File: src/rtl/page_alloc_arb_if.sv
`default_nettype none
// ============================================================================
// Module      : page_alloc_arb_if
// Description : Request/grant and page-release bundle for page_alloc_arb.
// Revision    : 1.0 - initial release
// ============================================================================
interface page_alloc_arb_if;
    logic [3:0]  req;
    logic [3:0]  gnt;
    logic [4:0]  gnt_page;
    logic        rls_vld;
    logic [4:0]  rls_page;
    logic [5:0]  free_cnt;
    logic        init_done;
    logic [15:0] fail_cnt;

    modport master (
        output req, rls_vld, rls_page,
        input  gnt, gnt_page, free_cnt, init_done, fail_cnt
    );

    modport slave (
        input  req, rls_vld, rls_page,
        output gnt, gnt_page, free_cnt, init_done, fail_cnt
    );
endinterface
`default_nettype wire

File: src/rtl/page_alloc_arb.sv
`default_nettype none
// ============================================================================
// Module      : page_alloc_arb
// Description : 32-page free-list allocator with 4-port round-robin grant.
//               Optional macro PAGE_ALLOC_STAT_EN enables the fail_cnt counter.
// Revision    : 1.0 - initial release
// ============================================================================
module page_alloc_arb (
    input  wire logic       sys_clk,
    input  wire logic       sys_rst_n,
    page_alloc_arb_if.slave bus
);
    localparam logic [0:0] c_st_init = 1'b0;
    localparam logic [0:0] c_st_run  = 1'b1;
    localparam logic [5:0] c_pages   = 6'd32;

    logic [0:0] r_state;
    logic [0:0] w_next_state;
    logic [4:0] r_rd_ptr;
    logic [4:0] r_wr_ptr;
    logic [5:0] r_free_cnt;
    logic [1:0] r_last;
    logic [3:0] r_gnt;
    logic [4:0] r_gnt_page;
    logic [4:0] r_mem [32];

    logic       w_run;
    logic       w_init_wr;
    logic       w_init_last;
    logic [3:0] w_elig;
    logic       w_found;
    logic [1:0] w_gnt_idx;
    logic [1:0] w_cand;
    logic       w_do_gnt;
    logic       w_do_push;

    // State register
    always_ff @(posedge sys_clk or negedge sys_rst_n) begin
        if (!sys_rst_n) begin
            r_state <= c_st_init;
        end else begin
            r_state <= w_next_state;
        end
    end

    // Next-state logic: INIT lasts until the last page has been written
    always_comb begin
        w_next_state = r_state;
        case (r_state)
            c_st_init: if (w_init_last) w_next_state = c_st_run;
            default:   w_next_state = c_st_run;
        endcase
    end

    // State-decoded outputs
    always_comb begin
        w_run         = (r_state == c_st_run);
        w_init_wr     = (r_state == c_st_init);
        w_init_last   = w_init_wr && (r_wr_ptr == 5'd31);
        bus.init_done = w_run;
    end

    // The port granted last cycle still holds req while it sees gnt
    assign w_elig = bus.req & ~r_gnt;

    always_comb begin
        w_found   = 1'b0;
        w_gnt_idx = r_last;
        w_cand    = r_last;
        for (int i = 1; i <= 4; i++) begin
            w_cand = r_last + 2'(i);
            if (!w_found && w_elig[w_cand]) begin
                w_found   = 1'b1;
                w_gnt_idx = w_cand;
            end
        end
    end

    assign w_do_gnt  = w_run && w_found && (r_free_cnt != 6'd0);
    assign w_do_push = w_run && bus.rls_vld && (r_free_cnt != c_pages);

    always_ff @(posedge sys_clk or negedge sys_rst_n) begin
        if (!sys_rst_n) begin
            r_gnt      <= 4'b0000;
            r_gnt_page <= 5'd0;
            r_rd_ptr   <= 5'd0;
            r_wr_ptr   <= 5'd0;
            r_free_cnt <= 6'd0;
            r_last     <= 2'd3;
        end else begin
            r_gnt <= w_do_gnt ? (4'b0001 << w_gnt_idx) : 4'b0000;
            if (w_do_gnt) begin
                r_gnt_page <= r_mem[r_rd_ptr];
                r_rd_ptr   <= r_rd_ptr + 5'd1;
                r_last     <= w_gnt_idx;
            end
            if (w_init_wr || w_do_push) begin
                r_wr_ptr <= r_wr_ptr + 5'd1;
            end
            if (w_init_last) begin
                r_free_cnt <= c_pages;
            end else begin
                case ({w_do_push, w_do_gnt})
                    2'b10:   r_free_cnt <= r_free_cnt + 6'd1;
                    2'b01:   r_free_cnt <= r_free_cnt - 6'd1;
                    default: r_free_cnt <= r_free_cnt;
                endcase
            end
        end
    end

    // List storage needs no reset: INIT rewrites every entry
    always_ff @(posedge sys_clk) begin
        if (w_init_wr) begin
            r_mem[r_wr_ptr] <= r_wr_ptr;
        end else if (w_do_push) begin
            r_mem[r_wr_ptr] <= bus.rls_page;
        end
    end

    assign bus.gnt      = r_gnt;
    assign bus.gnt_page = r_gnt_page;
    assign bus.free_cnt = r_free_cnt;

`ifdef PAGE_ALLOC_STAT_EN
    logic [15:0] r_fail_cnt;

    always_ff @(posedge sys_clk or negedge sys_rst_n) begin
        if (!sys_rst_n) begin
            r_fail_cnt <= 16'd0;
        end else if (w_run && (bus.req != 4'b0000) && (r_free_cnt == 6'd0)
                     && (r_fail_cnt != 16'hFFFF)) begin
            r_fail_cnt <= r_fail_cnt + 16'd1;
        end
    end

    assign bus.fail_cnt = r_fail_cnt;
`else
    assign bus.fail_cnt = 16'd0;
`endif
endmodule
`default_nettype wire

File: src/flat_wrapper.sv
// flat-port wrapper written by rule: the top's interface ports become plain ports
module page_alloc_arb_flat 
  (sys_clk, sys_rst_n, bus_req, bus_rls_vld, bus_rls_page, bus_gnt, bus_gnt_page, bus_free_cnt, bus_init_done, bus_fail_cnt);
  page_alloc_arb_if bus_i ();
  input  wire logic sys_clk;
  input  wire logic sys_rst_n;
  input wire logic [$bits(bus_i.req)-1:0] bus_req;
  input wire logic [$bits(bus_i.rls_vld)-1:0] bus_rls_vld;
  input wire logic [$bits(bus_i.rls_page)-1:0] bus_rls_page;
  output wire logic [$bits(bus_i.gnt)-1:0] bus_gnt;
  output wire logic [$bits(bus_i.gnt_page)-1:0] bus_gnt_page;
  output wire logic [$bits(bus_i.free_cnt)-1:0] bus_free_cnt;
  output wire logic [$bits(bus_i.init_done)-1:0] bus_init_done;
  output wire logic [$bits(bus_i.fail_cnt)-1:0] bus_fail_cnt;
  assign bus_i.req = bus_req;
  assign bus_i.rls_vld = bus_rls_vld;
  assign bus_i.rls_page = bus_rls_page;
  assign bus_gnt = bus_i.gnt;
  assign bus_gnt_page = bus_i.gnt_page;
  assign bus_free_cnt = bus_i.free_cnt;
  assign bus_init_done = bus_i.init_done;
  assign bus_fail_cnt = bus_i.fail_cnt;
  page_alloc_arb u_core (.sys_clk(sys_clk), .sys_rst_n(sys_rst_n), .bus(bus_i));
endmodule
File: config.mk
export PLATFORM = sky130hd
export DESIGN_NAME = page_alloc_arb_flat
export DESIGN_NICKNAME = d
export VERILOG_FILES = /design/src/rtl/page_alloc_arb_if.sv /design/src/rtl/page_alloc_arb.sv /design/src/flat_wrapper.sv
export SDC_FILE = /design/constraint.sdc
export NUM_CORES = 1
export LEC_CHECK = 0
export CAP_MARGIN = 10
export CELL_PAD_IN_SITES_DETAIL_PLACEMENT = 0
export CELL_PAD_IN_SITES_GLOBAL_PLACEMENT = 1
export CORE_AREA = 10 10 120 176
export DETAILED_ROUTE_END_ITERATION = 7
export DIE_AREA = 0 0 130 186
export GPL_TIMING_DRIVEN = 1
export HOLD_SLACK_MARGIN = 0.06
export PLACE_DENSITY = 0.69
export SYNTH_ARGS = -nofsm -noshare
export SYNTH_HDL_FRONTEND = slang
export SYNTH_SLANG_ARGS = --single-unit
export TNS_END_PERCENT = 20
File: constraint.sdc
create_clock -name sys_clk -period 8 [get_ports sys_clk]
set_input_delay 1.6 -clock sys_clk [delete_from_list [all_inputs] [get_ports sys_clk]]
set_output_delay 1.6 -clock sys_clk [all_outputs]
set_load 0.005 [all_outputs]
# --- Word level (Yosys, flattened, before mapping) ---
# Memories as Yosys holds them, arrays and structs flattened. A register that Yosys moved wholly into a read port is not among the register bits.
# Index checks and enable logic that the tools add are counted.
word_totals:
  ff_bits: 23
  ramBits: 160
  in_bits: 12
  mem_count: 1
memory_table:
  columns: ["memory", "depth", "word_bits", "rd", "rd_ports_with_merged_regs", "wr", "line", "rtl"]
  rows:
  - ["u_core.r_mem", 32, 5, 1, 1, 1, "page_alloc_arb.sv:25", "logic [4:0] r_mem [32];"]
op_classes:
  n_addsub: 7
  magnitude_cmp: 4
  eq_ne: 4
  n_shift: 1
  mux: 26
  bitwise: 4
  reduce_logical: 15
op_table:
  columns: ["cell", "n"]
  rows:
  - ["1-bit 2-to-1 mux", 14]
  - ["2-bit by 3-bit less-than comparator with 1-bit output, second input constant", 4]
  - ["6-bit one-hot mux with 2 select lines", 1]
  - ["5-bit by 1-bit adder with 5-bit output, second input constant", 2]
  - ["1-bit binary-select mux with 2-bit select", 4]
  - ["1-bit logical AND", 8]
  - ["2-bit 2-to-1 mux", 4]
  - ["6-bit by 1-bit adder with 6-bit output, second input constant", 1]
  - ["6-bit 2-to-1 mux", 1]
  - ["6-bit inequality test, second input constant", 1]
  - ["6-bit nonzero test", 1]
  - ["6-bit by 1-bit subtractor with 6-bit output, second input constant", 1]
  - ["5-bit equality test, second input constant", 1]
  - ["5-bit 2-to-1 mux", 1]
  - ["2-bit adder, second input constant", 2]
  - ["4-bit bitwise AND", 1]
  - ["1-bit zero test", 4]
  - ["4-bit 2-to-1 mux", 1]
  - ["4-bit inverter", 1]
  - ["1-bit by 2-bit left shift with 4-bit output, first input constant", 1]
  - ["3-bit nonzero test", 1]
  - ["2-bit by 1-bit adder with 2-bit output, second input constant", 1]
  - ["2-bit by 1-bit equality test with 1-bit output, second input constant", 1]
  - ["2-bit equality test, second input constant", 1]
  - ["other kinds (3)", 3]

# --- Longest topological paths before layout ---
logic_depth:
  ltp_word: 19
  ltp_mapped: 12

# --- Worst setup path before layout ---
# OpenSTA, ideal clock, no wires.
synth_path:
  path_kind: "in2reg"
  startpoint: "input port bus_req[3]"
  endpoint: "register u_core.r_free_cnt[5], in the netlist u_core.bus.free_cnt[5]"
  t_arrival_ns: 3.797
  t_required_ns: 7.856
  path_slack_ns: 4.059
  cell_stages: 12
  path_buffers: 2
  cell_sequence: "nand2b_1 nand4_1 o311a_1 buf_6 clkbuf_8 ha_1 ha_1 a21o_2 a21oi_1 or4_1 a311oi_1 a41oi_1"
synth_via:
  elab_chain_cells: 18
synth_rtl:
  columns: ["element", "line", "rtl"]
  rows:
  - ["start, declared", "flat_wrapper.sv:7", "input wire logic [$bits(bus_i.req)-1:0] bus_req;"]
  - ["4-bit bitwise AND (*)", "page_alloc_arb.sv:64", "assign w_elig = bus.req & ~r_gnt;"]
  - ["1-bit binary-select mux with 2-bit select", "page_alloc_arb.sv:72", "if (!w_found && w_elig[w_cand]) begin"]
  - ["1-bit 2-to-1 mux (implied by the code)", "page_alloc_arb.sv:72", null]
  - ["1-bit 2-to-1 mux", "page_alloc_arb.sv:72", null]
  - ["1-bit zero test", "page_alloc_arb.sv:72", null]
  - ["1-bit logical AND", "page_alloc_arb.sv:72", null]
  - ["1-bit 2-to-1 mux", "page_alloc_arb.sv:72", null]
  - ["1-bit zero test", "page_alloc_arb.sv:72", null]
  - ["[2 not listed]", null, null]
  - ["1-bit zero test", "page_alloc_arb.sv:72", null]
  - ["1-bit logical AND", "page_alloc_arb.sv:72", null]
  - ["1-bit 2-to-1 mux (*)", "page_alloc_arb.sv:72", null]
  - ["1-bit logical AND (*) (2 in a row)", "page_alloc_arb.sv:79", "assign w_do_gnt = w_run && w_found && (r_free_cnt != 6'd0);"]
  - ["named net u_core.w_do_gnt", "page_alloc_arb.sv:34", "logic w_do_gnt;"]
  - ["2-bit by 1-bit equality test with 1-bit output or 2-bit equality test (tied branches)", "page_alloc_arb.sv:103", "case ({w_do_push, w_do_gnt})"]
  - ["6-bit one-hot mux with 2 select lines", "page_alloc_arb.sv:103", null]
  - ["6-bit 2-to-1 mux", "page_alloc_arb.sv:100", "if (w_init_last) begin"]
  - ["end signal, assigned", "page_alloc_arb.sv:101", "r_free_cnt <= c_pages;"]
  - ["end signal, assigned", "page_alloc_arb.sv:104", "2'b10: r_free_cnt <= r_free_cnt + 6'd1;"]
  - ["end signal, assigned", "page_alloc_arb.sv:105", "2'b01: r_free_cnt <= r_free_cnt - 6'd1;"]
  - ["end, declared", "page_alloc_arb.sv:21", "logic [5:0] r_free_cnt;"]
# The timed path passes the listed nets; every way through them passes the cells marked *. The select of a mux whose other input is x is not followed.
# A chain may end at the register's enable or synchronous reset.

# --- Worst setup path after layout ---
layout_path:
  startpoint: "input port bus_req[1]"
  endpoint: "register u_core.r_free_cnt[5], in the netlist u_core.bus.free_cnt[5]"
layout_via:
  elab_chain_cells: 18
layout_rtl:
  columns: ["element", "line"]
  rows:
  - ["4-bit bitwise AND (*)", "page_alloc_arb.sv:64"]
  - ["1-bit binary-select mux with 2-bit select", "page_alloc_arb.sv:72"]
  - ["1-bit 2-to-1 mux (implied by the code)", "page_alloc_arb.sv:72"]
  - ["1-bit 2-to-1 mux", "page_alloc_arb.sv:72"]
  - ["1-bit zero test", "page_alloc_arb.sv:72"]
  - ["1-bit logical AND", "page_alloc_arb.sv:72"]
  - ["1-bit 2-to-1 mux", "page_alloc_arb.sv:72"]
  - ["1-bit zero test", "page_alloc_arb.sv:72"]
  - ["1-bit logical AND", "page_alloc_arb.sv:72"]
  - ["1-bit 2-to-1 mux", "page_alloc_arb.sv:72"]
  - ["1-bit zero test", "page_alloc_arb.sv:72"]
  - ["1-bit logical AND", "page_alloc_arb.sv:72"]
  - ["1-bit 2-to-1 mux (*)", "page_alloc_arb.sv:72"]
  - ["1-bit logical AND (*) (2 in a row)", "page_alloc_arb.sv:79"]
  - ["2-bit by 1-bit equality test with 1-bit output or 2-bit equality test (tied branches)", "page_alloc_arb.sv:103"]
  - ["6-bit one-hot mux with 2 select lines", "page_alloc_arb.sv:103"]
  - ["6-bit 2-to-1 mux", "page_alloc_arb.sv:100"]
# Every way passes the cells marked *; elsewhere a longest branch is shown, timed or not. The select of a mux whose other input is x is not followed.

==> results.py <==
metrics = {
    "synth": {
        "synth.avg_cell_area_sq_um": 17.1,
        "netlist_instances": 462,
        "synth-edff-count": 160,
        "yosysMostFrequentCell": "edfxtp_1",
        "ys.warnings.count": 0,
        "yosysTopAreaCell": "edfxtp_1",
        "ys_top_cells_by_count": "edfxtp_1 (160), nor2_1 (50), mux4_2 (40)",
        "synth-seq-area-share_pct": 69.6,
        "main_synth_ff_type": "edfxtp_1",
        "yosysTopAreaCellShare_pct": 60.7,
        "netlist_area_sq_um": 7910,
        "ys_types": 52,
        "synth_seq_cells": 188,
        "post_synth_main_area_contributors": "edfxtp_1 (61%), mux4_2 (11%), dfrtp_1 (8.2%)",
        "post_synthesis_async_set_or_reset_flop_share_pct": 14.9,
    },
    "grt": {
        "grt_antenna_before_repair": 0,
        "grt_max_degree": 44,
        "vias_in_the_first_global_route": 4217,
        "grt.overflow.total": 0,
        "grt.total_usage_pct": 13.4,
        "grt_pass1_wl_mm": 24.0,
    },
    "place": {
        "post-dp-hpwl_mm": 10.4,
        "portBuffers": 27,
        "place_ws_ns": 3.24,
        "gp_routability_congestion": 0.789,
    },
    "pwr": {
        "pwr_density_cell_nw_per_um2": 367,
        "p_leak_uw": 0.00301,
        "report.power.total_uw": 3270,
        "vdd.ir_drop.worst_mv": 0.209,
    },
    "worst_setup_path": {
        "worst_r2r_startpoint": "u_core.bus.free_cnt[0]",
        "critical-path-top-delay-family": "compound AO/OA/AOI/OAI gates",
        "critPathArrivalTime_ns": 4.63,
        "crit_fanout": 20,
        "critical_path_class": "in2reg",
        "setup.worst_path.start_class": "primary input",
        "worst_path_most_repeated_cell": "ha_1",
        "cp-end-kind": "flip-flop",
        "timing.critical_path.slowest_stage_cell": "o311a_1",
        "reg2reg_capture_point": "u_core.bus.free_cnt[5]",
        "reg2reg_depth": 9,
        "crit_path_cell_trace": "clkdlybuf4s50_1 -> nand2b_1 -> nand4_1 -> o311a_1 -> ha_1 -> ha_1 -> a21o_2 -> a21oi_1 -> or4_1 -> a311oi_1 -> a41oi_1",
        "worst_path_largest_cell_delay_ns": 0.63,
        "r2r_setup_slack_ns": 4.43,
        "worst_ep_required_time_ns": 8.29,
        "critPathBufInv": 1,
    },
    "floorplan": {
        "die_x_um": 130,
        "start_util_pct": 44.3,
        "floorplan.die_area_sq_um": 24200,
        "core_area_sq_um": 17900,
        "floorplan.die.height_um": 186,
        "fp-row-count": 60,
        "io_pins": 44,
    },
    "layout": {
        "nNetsFinal": 513,
        "final_core_util_pct": 49.9,
        "post_route_cells_drive_above_1_share_pct": 18.8,
        "num_antenna_cells": 0,
        "area_delta_synth_final_pct": 12.6,
    },
    "sta": {
        "max-slew-margin-rel_pct": 42.6,
        "worst_hold_slack_ns": 0.552,
        "finClkSkew_ns": 0.0107,
        "layout_min_cycle_time_ns": 4.33,
        "finalSetupViolCount": 0,
        "setup_total_negative_slack_ns": 0,
        "finalHoldViolCount": 0,
        "transition_time_at_the_pin_with_the_least_slew_margin_ns": 0.861,
        "setup_repair_after_global_routing_missed_its_margin": "no",
        "finalCritPeriodShare_pct": 54.2,
        "timing.fmax_mhz": 231,
        "setup_slack_ns": 3.67,
        "maxSlewViolCount": 0,
    },
    "clock_tree": {
        "cts.hold.buffers_added": 0,
        "tritoncts": "done",
        "cts_resized": 0,
        "clk_latency_ns": 0.43,
        "number_of_cts_inserted_buffers": 17,
        "clk_path_buf_depth": 2,
        "htreeDepth": 4,
        "post_cts_clock_slew_at_the_launch_and_capture_registers_of_the_worst_setup_and_hold_paths_ns": 0.07,
        "master_cell_of_the_clock_root_buffer": "clkbuf_16",
        "cts.repair_timing.setup_buffer_count": 0,
        "cts_sinks": 188,
    },
    "min_path": {
        "whs_endpoint": "u_core.bus.gnt_page[1]",
        "holdCritStartpoint": "u_core.bus.gnt_page[1]",
        "holdPathStages": 2,
        "worst_hold_path_type": "reg2reg",
    },
    "route": {
        "drc": 0,
        "met3RoutedLength_um": 718,
        "routed-via-count": 3970,
        "routed_wire_length_per_instance_um": 21.4,
        "antenna_violating_nets_post_route": 0,
        "wirelength_met1_mm": 5.78,
        "dr.max_layer_used": "met4",
        "drt-total-wl_mm": 15.4,
        "initialDrtViolationCount": 257,
        "drt-vias-per-instance": 5.53,
        "met2WireLength_mm": 8.61,
        "drt_pre_antenna_iters": 4,
    },
    "flow_run": {
        "cap_violations": 0,
    },
    "outcome": {
        "status": "finished clean",
    },
}
## worst reg2reg max path: cells and delay by family, from the launching register on
family                     cells  cell delay, ns
AOI/OAI and AO/OA              5            1.13
adders and majority gates      2            0.74
and+or+nand+nor                2            1.11
DFF                            1            0.46
## where the power goes
part	internal [uW]	switching, uW	leakage [uW]
clock	474	381	0.000295
combinational	468	576	0.000933
sequential	1260	114	0.00178
total	2200	1070	0.00301
## area by class of cell
cell class / count / area [sq um]
Fill cell: 1492 / 8950
Sequential cell: 188 / 5510
Multi-Input combinational cell: 247 / 2220
Clock buffer: 17 / 425
Timing Repair Buffer: 30 / 293
Tap cell: 217 / 272
Clock inverter: 14 / 176
Inverter: 5 / 18.8
## cells in the final DEF (no fill, tap or decap), types with 3 or more instances in the layout
| master | synthesis | final |
|---|---|---|
| conb_1 | 1 | 16 |
| a22oi_1 | 20 | 20 |
| xnor2_1 | 8 | 8 |
| ha_1 | 11 | 11 |
| nand2_1 | 14 | 14 |
| edfxtp_1 | 160 | 160 |
| nand2b_1 | 6 | 6 |
| xor2_1 | 3 | 3 |
| mux2_2 | 7 | 7 |
| inv_6 | 0 | 4 |
| inv_1 | 5 | 5 |
| buf_4 | 16 | 3 |
| nor2b_1 | 9 | 9 |
| a21oi_1 | 19 | 19 |
| nor2_1 | 50 | 50 |
| inv_8 | 0 | 5 |
| dfrtp_1 | 26 | 25 |
| clkdlybuf4s50_1 | 0 | 27 |
| clkbuf_16 | 0 | 17 |
| nand3b_1 | 3 | 3 |
| nand4_1 | 3 | 3 |
| mux4_2 | 40 | 40 |
| mux2i_1 | 3 | 3 |
## state kept, by name (all words and copies together), names as in the netlist
signal / flops
u_core.r_rd_ptr: 5
u_core.bus.gnt_page: 5
u_core.bus.init_done: 1
u_core.r_last: 2
u_core.bus.gnt: 4
u_core.r_wr_ptr: 5
u_core.r_mem: 160
u_core.bus.free_cnt: 6
## cell families (layout without fill, tap and decap cells)
kind of cell | count (synthesis) | in the layout | synth area share, %
flip-flops | 188 | 188 | 69.6
AND/OR/NAND/NOR | 103 | 103 | 6.34
AO/OA/AOI/OAI | 54 | 54 | 4.81
multiplexers | 51 | 51 | 12.9
buffers and inverters | 42 | 66 | 3.05
adder cells (fa/ha/maj) | 12 | 12 | 1.99
XOR/XNOR | 11 | 11 | 1.22
other | 1 | 16 | 0.0474
## layer usage
layer | up-vias | global-route usage, %
met5 | - | 0
met3 | 17 | 3.08
met2 | 102 | 24.6
li1 | 1824 | -
met4 | 0 | 4.29
met1 | 2027 | 14.9
## worst max-delay path by stage
stage | slack, ns | endpoint | startpoint | cells after the start
2_1_floorplan | 4.06 | u_core.bus.free_cnt[5] | bus_req[3] | 12
3_3_place_gp | 3.28 | u_core.bus.free_cnt[5] | bus_req[1] | 11
3_5_place_dp | 3.24 | u_core.bus.free_cnt[5] | bus_req[2] | 11
4_1_cts | 3.67 | u_core.bus.free_cnt[5] | bus_req[1] | 11
5_1_grt | 3.37 | u_core.bus.free_cnt[5] | bus_req[0] | 11
6_report | 3.67 | u_core.bus.free_cnt[5] | bus_req[1] | 11
## metrics by stage
step           instance area [sq um]  cells
2_1_floorplan                   7970    477
3_3_place_gp                    8310    687
3_5_place_dp                    8310    687
4_1_cts                         8910    718
5_1_grt                         8910    718
6_report                        8910    718
Note: power is estimated with default switching activity, not from simulation.
==> RTL edit (config.mk and constraints unchanged) <==
Add a define of `PAGE_ALLOC_STAT_EN`.
--- a/src/rtl/page_alloc_arb.sv
+++ b/src/rtl/page_alloc_arb.sv
@@ -5,6 +5,8 @@
 //               Optional macro PAGE_ALLOC_STAT_EN enables the fail_cnt counter.
 // Revision    : 1.0 - initial release
 // ============================================================================
+`define PAGE_ALLOC_STAT_EN
+
 module page_alloc_arb (
     input  wire logic       sys_clk,
     input  wire logic       sys_rst_n,
Formal check against the unedited RTL: no difference found for any inputs over 10 cycles, from zero or initial values and one cycle with sys_rst_n low; that may be too few to reach the edited logic, so the function may still have changed.
==> RTL edit against the original RTL <==
  * Non-clock buffer count rose by 15
  * Cell area up 11%
  * Count of clock-buffer cells in the layout rose by 11
  * Sequential cell count grew 16
  * Utilization increased by 5.6 points
  * Routed wire length is 20% higher
  * Worst setup slack got worse by 180 ps
  * Largest cell class unchanged
  * Synthesized area grew 9.5%
  * Power is 5.8% higher
  * Critical endpoint unchanged
==> RTL edit: results (changes against the original RTL) <==
via count = 4767 (+20%)
Setup crit start = bus_req[0]
crit path max fanout = 23 (+15%)
leak pwr = 0.00347 µW (+15%)
clk_skew = 18.5 ps (+7.80 ps)
CTS H-tree depth = 1 (-3)
largest net degree at the start of global routing = 50 (+14%)
total CTS buffers = 20 (+3)
Synth top cells by count = edfxtp_1, nor2_1, dfrtp_1
Placed Instance Area = 9290 µm² (+12%)
pre-CTS WS = 3070 ps (-165 ps)
most flop-heavy register = u_core.r_mem
Post-Syn Area per Cell = 16.1 µm² (-6.1%)
WP data arrival = 4860 ps (+230 ps)
worst skew pair latency = 490 ps (+60 ps)
ranking of synthesized cells by area = edfxtp_1, dfrtp_1, mux4_2
hpwl dp = 12.2 mm (+18%)
Final #Nets = 609 (+19%)
Routed WL = 18.4 mm (+20%)
sequential-to-total area share from yosys stat = 68.2% (-1.4 points)
Netlist cell types = 60 (+15%)
1st-iter DRT viols = 362 (+41%)
GPL Wtd Cong = 0.813 (+3.1%)
status = complete, no violations
worst vdd ir = 0.000193 V (-7.3%)
worst rel slew slack = 35.5% (-7.1 points)
layout cells sized above 1 = 14.9% (-3.9 points)
RTL edit: cell count changes after synthesis, sizes merged, moves of 8 or more:
cell,unedited run,this run
a22oi,20,3
nand2,16,30
nand3,2,10
dfrtp,26,42
a21oi,19,8
mux2i,3,23
nor2,50,59
buf,25,10
xor2,3,11
RTL edit: metrics by stage:
step	total power, µW	hold slack, ps
finish	3470	510
global route	3660	531
CTS	3520	511
detailed placement	2620	498
global placement	2590	497
floorplan	2230	477
RTL edit: final cells by class:
class,instances,area (µm²)
Fill cell,1448,7960
Sequential cell,204,5910
Multi-Input combinational cell,303,2630
Clock buffer,28,552
Timing Repair Buffer,45,440
Tap cell,217,272
Clock inverter,8,68.8
Inverter,10,37.5
RTL edit: cells by family (layout without fill, tap and decap cells):
group / after synthesis / in the layout / synth area share, %
xor+xnor: 26 / 26 / 2.63
simple gates: 150 / 150 / 8.95
fa+ha+maj: 13 / 13 / 1.96
flops: 204 / 204 / 68.2
buf+inv: 32 / 91 / 1.52
compound gates: 49 / 49 / 4.26
mux: 65 / 65 / 12.5
RTL edit: where the power goes:
| part | internal (µW) | total (µW) | leakage [µW] | switching (µW) |
|---|---|---|---|---|
| Sequential | 1350 | 1480 | 0.00200 | 138 |
| Clock | 516 | 899 | 0.000290 | 383 |
| Combinational | 490 | 1080 | 0.00118 | 592 |
RTL edit: layer usage:
metal	global-route usage, %	up-vias	share of wire, %
met5	0	-	0
met4	5.01	0	2.3
met3	2.51	30	5.2
met2	28.3	123	53
met1	18.4	2446	39
li1	-	2168	-
RTL edit: worst max-delay path, cell delays in order:
cell	delay, ps
clkdlybuf4s50_1	490
nor2b_1	280
o311a_1	720
ha_1	470
ha_1	210
a21o_2	80
a21oi_1	90
or4_1	510
a311oi_1	320
a41oi_1	80
RTL edit: worst paths after layout:
kind | to | slack, ps | cells past startpoint
worst max-delay path | u_core.bus.free_cnt[5] | 3490 | 10
worst min-delay path | u_core.bus.fail_cnt[7] | 510 | 1
worst max register to register | u_core.bus.free_cnt[5] | 4040 | 10
worst min register to register | u_core.bus.fail_cnt[7] | 510 | 1
max in group asynchronous | u_core.r_rd_ptr[0] | 6070 | 1
min in group asynchronous | u_core.bus.free_cnt[3] | 1260 | 1
